**src/rtl/obstacle_placer_pkg.sv**
```systemverilog
// Shared types for the obstacle placer: FSM states, grid cells and
// playfield bounds.
package obstacle_pkg;

  localparam int COORD_W = 4;
  localparam int X_MIN   = 1;
  localparam int X_MAX   = 14;
  localparam int Y_MIN   = 1;
  localparam int Y_MAX   = 10;

  typedef logic [COORD_W-1:0] coord_t;

  typedef struct packed {
    coord_t x;
    coord_t y;
  } obst_cell_t;

  typedef enum logic [2:0] {
    S_IDLE,
    S_SAMPLE,
    S_QUERY,
    S_ADVANCE,
    S_COMMIT,
    S_FAIL
  } obst_state_t;

  function automatic logic in_grid(input obst_cell_t c);
    return (c.x >= coord_t'(X_MIN)) && (c.x <= coord_t'(X_MAX)) &&
           (c.y >= coord_t'(Y_MIN)) && (c.y <= coord_t'(Y_MAX));
  endfunction

endpackage

```
**src/rtl/obstacle_placer_table.sv**
```systemverilog
// Obstacle table: append-only write port, two parallel match ports
// sharing one compare array, and an indexed read port.
module obstacle_table
  import obstacle_pkg::*;
#(
  parameter  int MAX_OBST = 8,
  localparam int CW = $clog2(MAX_OBST + 1),
  localparam int IW = $clog2(MAX_OBST)
) (
  input  logic          clk,
  input  logic          nRst,
  input  logic          clear,
  input  logic          wr_en,
  input  obst_cell_t    wr_cell,
  input  obst_cell_t    m0_cell,
  output logic          m0_hit,
  input  obst_cell_t    m1_cell,
  output logic          m1_hit,
  input  logic [IW-1:0] rd_idx,
  output obst_cell_t    rd_cell,
  output logic          rd_valid,
  output logic [CW-1:0] count
);

  obst_cell_t    r_cells [MAX_OBST];
  logic [CW-1:0] r_count;

  always_ff @(posedge clk or negedge nRst) begin
    if (!nRst) begin
      r_count <= '0;
      for (int i = 0; i < MAX_OBST; i++) r_cells[i] <= '0;
    end else if (clear) begin
      r_count <= '0;
    end else if (wr_en && (r_count < CW'(MAX_OBST))) begin
      r_cells[r_count[IW-1:0]] <= wr_cell;
      r_count <= r_count + CW'(1);
    end
  end

  // Entries at or above count are stale and must never match.
  always_comb begin
    m0_hit = 1'b0;
    m1_hit = 1'b0;
    for (int i = 0; i < MAX_OBST; i++) begin
      if (CW'(i) < r_count) begin
        if (r_cells[i] == m0_cell) m0_hit = 1'b1;
        if (r_cells[i] == m1_cell) m1_hit = 1'b1;
      end
    end
  end

  assign rd_cell  = r_cells[rd_idx];
  assign rd_valid = CW'(rd_idx) < r_count;
  assign count    = r_count;

endmodule

```
**src/rtl/obstacle_placer.sv**
```systemverilog
// Obstacle placement sequencer; define OBST_MARGIN_EN to also keep
// obstacles out of the 3x3 neighbourhood of the snake head.
module obstacle_placer
  import obstacle_pkg::*;
#(
  parameter  int MAX_OBST  = 8,
  parameter  int MAX_TRIES = 16,
  localparam int CW = $clog2(MAX_OBST + 1),
  localparam int IW = $clog2(MAX_OBST),
  localparam int TW = $clog2(MAX_TRIES + 1)
) (
  input  logic          clk,
  input  logic          nRst,
  input  logic          clear,
  input  logic          place_req,
  input  coord_t        randX,
  input  coord_t        randY,
  output logic          obstacleFlag,
  output coord_t        query_x,
  output coord_t        query_y,
  output logic          query_valid,
  input  logic          query_hit,
  input  coord_t        head_x,
  input  coord_t        head_y,
  output logic          busy,
  output logic          done,
  output logic          fail,
  output logic [CW-1:0] obst_count,
  input  logic [IW-1:0] rd_idx,
  output coord_t        rd_x,
  output coord_t        rd_y,
  output logic          rd_valid,
  output logic          obst_hit
);

  obst_state_t   r_state;
  obst_state_t   w_next;
  logic [TW-1:0] r_tries;
  obst_cell_t    r_cand;
  logic          r_obst_hit;
  logic          w_commit;
  logic          w_cand_hit;
  logic          w_head_hit;
  logic          w_near;
  logic          w_reject;
  obst_cell_t    w_head;
  obst_cell_t    w_rd_cell;

  assign w_head = '{x: head_x, y: head_y};

  obstacle_table #(.MAX_OBST(MAX_OBST)) u_table (
    .clk      (clk),
    .nRst     (nRst),
    .clear    (clear),
    .wr_en    (w_commit),
    .wr_cell  (r_cand),
    .m0_cell  (r_cand),
    .m0_hit   (w_cand_hit),
    .m1_cell  (w_head),
    .m1_hit   (w_head_hit),
    .rd_idx   (rd_idx),
    .rd_cell  (w_rd_cell),
    .rd_valid (rd_valid),
    .count    (obst_count)
  );

`ifdef OBST_MARGIN_EN
  logic [COORD_W:0] w_dx;
  logic [COORD_W:0] w_dy;
  assign w_dx = (r_cand.x >= head_x) ? {1'b0, r_cand.x} - {1'b0, head_x}
                                     : {1'b0, head_x} - {1'b0, r_cand.x};
  assign w_dy = (r_cand.y >= head_y) ? {1'b0, r_cand.y} - {1'b0, head_y}
                                     : {1'b0, head_y} - {1'b0, r_cand.y};
  assign w_near = (w_dx <= (COORD_W+1)'(1)) && (w_dy <= (COORD_W+1)'(1));
`else
  assign w_near = (r_cand.x == head_x) && (r_cand.y == head_y);
`endif

  assign w_reject = !in_grid(r_cand) || query_hit || w_near || w_cand_hit;

  always_ff @(posedge clk or negedge nRst) begin
    if (!nRst) begin
      r_state    <= S_IDLE;
      r_tries    <= '0;
      r_cand     <= '0;
      r_obst_hit <= 1'b0;
    end else begin
      r_state    <= w_next;
      r_obst_hit <= clear ? 1'b0 : w_head_hit;
      if (r_state == S_SAMPLE) r_cand <= '{x: randX, y: randY};
      if (r_state == S_IDLE) r_tries <= '0;
      else if (r_state == S_QUERY && w_reject) r_tries <= r_tries + TW'(1);
    end
  end

  always_comb begin
    w_next       = r_state;
    w_commit     = 1'b0;
    done         = 1'b0;
    fail         = 1'b0;
    obstacleFlag = 1'b0;
    unique case (r_state)
      S_IDLE: begin
        if (place_req)
          w_next = (obst_count == CW'(MAX_OBST)) ? S_FAIL : S_SAMPLE;
      end
      S_SAMPLE: w_next = S_QUERY;
      S_QUERY: begin
        if (!w_reject) w_next = S_COMMIT;
        else if (r_tries == TW'(MAX_TRIES - 1)) w_next = S_FAIL;
        else w_next = S_ADVANCE;
      end
      S_ADVANCE: begin
        obstacleFlag = 1'b1;
        w_next       = S_SAMPLE;
      end
      S_COMMIT: begin
        done         = 1'b1;
        obstacleFlag = 1'b1;
        w_commit     = 1'b1;
        w_next       = S_IDLE;
      end
      S_FAIL: begin
        fail   = 1'b1;
        w_next = S_IDLE;
      end
      default: w_next = S_IDLE;
    endcase
    // Clear wins over everything, including a same-cycle request.
    if (clear) begin
      w_next       = S_IDLE;
      w_commit     = 1'b0;
      done         = 1'b0;
      fail         = 1'b0;
      obstacleFlag = 1'b0;
    end
  end

  assign query_x     = r_cand.x;
  assign query_y     = r_cand.y;
  assign query_valid = (r_state == S_QUERY);
  assign busy        = (r_state != S_IDLE);
  assign rd_x        = w_rd_cell.x;
  assign rd_y        = w_rd_cell.y;
  assign obst_hit    = r_obst_hit;

endmodule

```
**config.mk**
```make
export PLATFORM = sky130hd
export DESIGN_NAME = obstacle_placer
export DESIGN_NICKNAME = d
export VERILOG_FILES = /design/src/rtl/obstacle_placer_pkg.sv /design/src/rtl/obstacle_placer_table.sv /design/src/rtl/obstacle_placer.sv
export SDC_FILE = /design/constraint.sdc
export NUM_CORES = 1
export LEC_CHECK = 0
export ABC_AREA = 1
export CORE_UTILIZATION = 55
export CTS_BUF_LIST = sky130_fd_sc_hd__clkbuf_8
export DETAILED_ROUTE_END_ITERATION = 8
export PLACE_DENSITY = 0.73
export SLEW_MARGIN = 20
export SYNTH_ARGS = -nofsm -noshare
export SYNTH_HDL_FRONTEND = slang
export SYNTH_SLANG_ARGS = --single-unit
```
**constraint.sdc**
```tcl
create_clock -name clk -period 2.2 [get_ports clk]
set_clock_uncertainty 0.1 [all_clocks]
set_input_delay 0.22 -clock clk [delete_from_list [all_inputs] [get_ports clk]]
set_output_delay 0.22 -clock clk [all_outputs]
set_load 0.01 [all_outputs]
```
==> qor.yml, run 1 <==
leakagePower_nw: 3.58
avgViaCountPerCell: 5.82
dp_slack_ns: -0.279
synth_edf_count: 0
final_hold_viol_count: 0
power_switching_mw: 2.67
dp_hpwl_mm: 17.0
path_class: "input port to output port"
synth.distinct_cells: 41
peakVddDrop_uv: 703
fin_crit_ns: 2.12
route.detailed.drc: 0
grt_pass1_vias: 6037
fin_cells: 1088
power.share.sequential: 0.315
drt-wirelength-per-cell_um: 20.3
synth.area.top_cells: "dfrtp_1, nand2_1, o21ai_2"
vias: 6329
grt_max_degree: 41
synth_seq_area_share: 0.338
pin_count: 51
layout.nets: 974
worstMarginPinSlew_ns: 0.612
path_cells: "clkdlybuf4s50_1 > buf_12 > buf_4 > a21oi_1 > o21ai_0 > a31oi_2 > clkdlybuf4s15_1"
fp.coreArea_um2: 11000
mostFrequentLayoutCell: "nand2_1"
drv_cap: 0
worstSkewPairLatency_ns: 0.39
cts.sinks: 85
crit_fanout: 24
ctsHtreeMaxLevel: 3
period_share: 0.965
setup_viol: 0
drt_iter0_markers: 654
final.setup.worst_slack_ns: 0.0771
overflow: 0
final_max_slew_viol_count: 0
wl_mm: 22.1
place_congestion: 1.02
worstReg2RegStart: "query_y[3]"
dieArea_um2: 11900
avgSynthCellArea_um2: 7.50
ys_warn_count: 0
p_int_mw: 3.41
regToRegSetupSlack_ns: 0.09
grtUsageMet2: 0.619
cts_tree: "built"
dr.pass1.iters: 7
p_per_area_nw_per_um2: 801
synth_nets: 871
required_ns: 1.88
rsz0062_at_grt: "yes"
clock-root-buffer: "clkbuf_8"
synthCells: 840
critPathLaunchType: "input port"
ys.flop_type: "dfrtp_1"
endpoint_kind: "output port"
hold_slack_ns: 0.212
cts.clk_slew.worst_paths_ns: 0.10
path_buf_inv: 4
die_w_um: 109
swShare: 0.439
busiest_layer: "met2"
cpPeakStageDelay_ns: 0.49
numCtsBuffers: 9
die_h_um: 109
use_met1: 0.522
fmax_mhz: 471
clockBufferDepth: 2
hold_path.class: "input port to asynchronous set/reset pin"
rr_worst_depth: 12
yosys.area.top_type: "dfrtp_1"
nFillCells: 927
drive_gt1_frac: 0.204
synth_async_sr_flop_share: 1.00
outcome: "finished clean"
syn_to_final_growth_pct: 20.4
syn_area_um2: 6300
final_cell_mix: "nand2_1, dfrtp_1, buf_4, nor2_1, inv_1"
synth_top_area_share: 0.338
slew_headroom: 0.591
grt_antenna_before_repair: 0
crit_family: "buffers and inverters"
power_frac_comb: 0.490
ys_ff_latch: 85
diodes: 0
track_usage: 0.395
dp.cells: 1067
numPortBuffers: 50
ant_nets: 0
r2r_end: "r_tries[3]"
start_util: 0.573
met3_usage: 0.0843
crit_slowest_cell: "clkdlybuf4s50_1"
grt_pass1_wl_mm: 34.1
cp.arrival_ns: 1.80
placement_rows: 38
clockPowerShare: 0.195
[sequential cells by signal, summed over array words and instances, names as in the netlist]
register / cells
u_table.r_cells: 64
obst_hit: 1
query_y: 4
r_state: 3
u_table.count: 4
query_x: 4
r_tries: 5
[timing repair]
item | in CTS | in global routing
hold buffers | 1 | 0
setup endpoints to repair | 12 | 14
setup buffers | 1 | 3
pin swaps | 1 | 0
gates resized for setup | 14 | 17
endpoints found under the hold margin | 27 | 0
[layer usage]
metal,up-vias,share of wire
met2,310,0.46
li1,2926,-
met1,3033,0.41
met4,0,0.041
met3,60,0.091
met5,-,0
[power by group through the flow]
stage	registers, mW	clock network (mW)	logic [mW]
final	1.91	1.18	2.98
after global routing	1.93	1.26	3.20
after CTS	1.90	1.19	2.88
after detailed placement	1.93	0	2.85
after global placement	1.92	0	2.81
after floorplan	1.91	0	1.74
[worst register-to-register path: stages (launching register included)]
cell and delay (ns):
dfrtp_1 0.39, inv_1 0.38, nand2_1 0.12, nand2_1 0.08, nand3_1 0.07, nor2_1 0.21, nand2_1 0.09, nand3_1 0.13
nor2_2 0.07, nand3_4 0.10, buf_4 0.14, nand4_1 0.08, nand2_1 0.09
[logic make-up (layout without fill, tap and decap cells)]
group,Yosys count,count (layout),synth area share
AOI/OAI and AO/OA,167,167,0.173
xor gates and xnor gates,80,80,0.111
adders and majority gates,7,7,0.0139
buffers and inverters,116,224,0.0932
DFF,85,85,0.338
and+or+nand+nor,385,385,0.271
[final cells by class]
class                   instances  area, µm²  area share
clock inverters                 7       72.6     0.00957
multi-input cells             639       3630       0.478
clock buffers                   9        124      0.0163
flip-flops and latches         85       2130       0.280
repair buffers                134       1170       0.155
well taps                     140        175      0.0231
inverters                      74        287      0.0378
[through the flow]
stage          TNS, ns  power (mW)  utilization  instance area [µm²]
6_report             0        6.07        0.691                 7580
5_1_grt        -0.0122        6.38        0.691                 7580
4_1_cts              0        5.97        0.686                 7530
3_5_place_dp     -2.61        4.78        0.667                 7320
3_3_place_gp     -2.03        4.73        0.667                 7320
2_1_floorplan        0        3.65            -                 6300
[how the worst max path moves through the flow]
stage,from,depth (start not counted),slack [ns],endpoint
3_3_place_gp,rd_idx[1],7,-0.27,rd_y[1]
4_1_cts,rd_idx[0],8,0.02,rd_y[3]
5_1_grt,rd_idx[0],7,-0.01,rd_x[3]
3_5_place_dp,rd_idx[1],7,-0.28,rd_y[1]
2_1_floorplan,u_table.count[0],12,0.18,r_tries[0]
6_report,rd_idx[0],7,0.08,rd_y[3]
[cells in the mapped netlist, drive strengths merged, types with 10 or more instances]
cell      n
clkbuf   10
xor2     40
dfrtp    85
o21ai   104
nor2     75
inv      72
nand2   234
nand3    44
nor3     10
a21oi    36
xnor2    40
buf      32
Power figures use the tool's default switching activity.
==> inputs of run 2 (changes only) <==
--- a/config.mk
+++ b/config.mk
@@ -10,7 +10,6 @@
 export CTS_BUF_LIST = sky130_fd_sc_hd__clkbuf_8
 export DETAILED_ROUTE_END_ITERATION = 8
 export PLACE_DENSITY = 0.73
-export SLEW_MARGIN = 20
 export SYNTH_ARGS = -nofsm -noshare
 export SYNTH_HDL_FRONTEND = slang
 export SYNTH_SLANG_ARGS = --single-unit
==> results of run 2 <==
No change in the layout: final DEF, timing and power equal those of run 1.
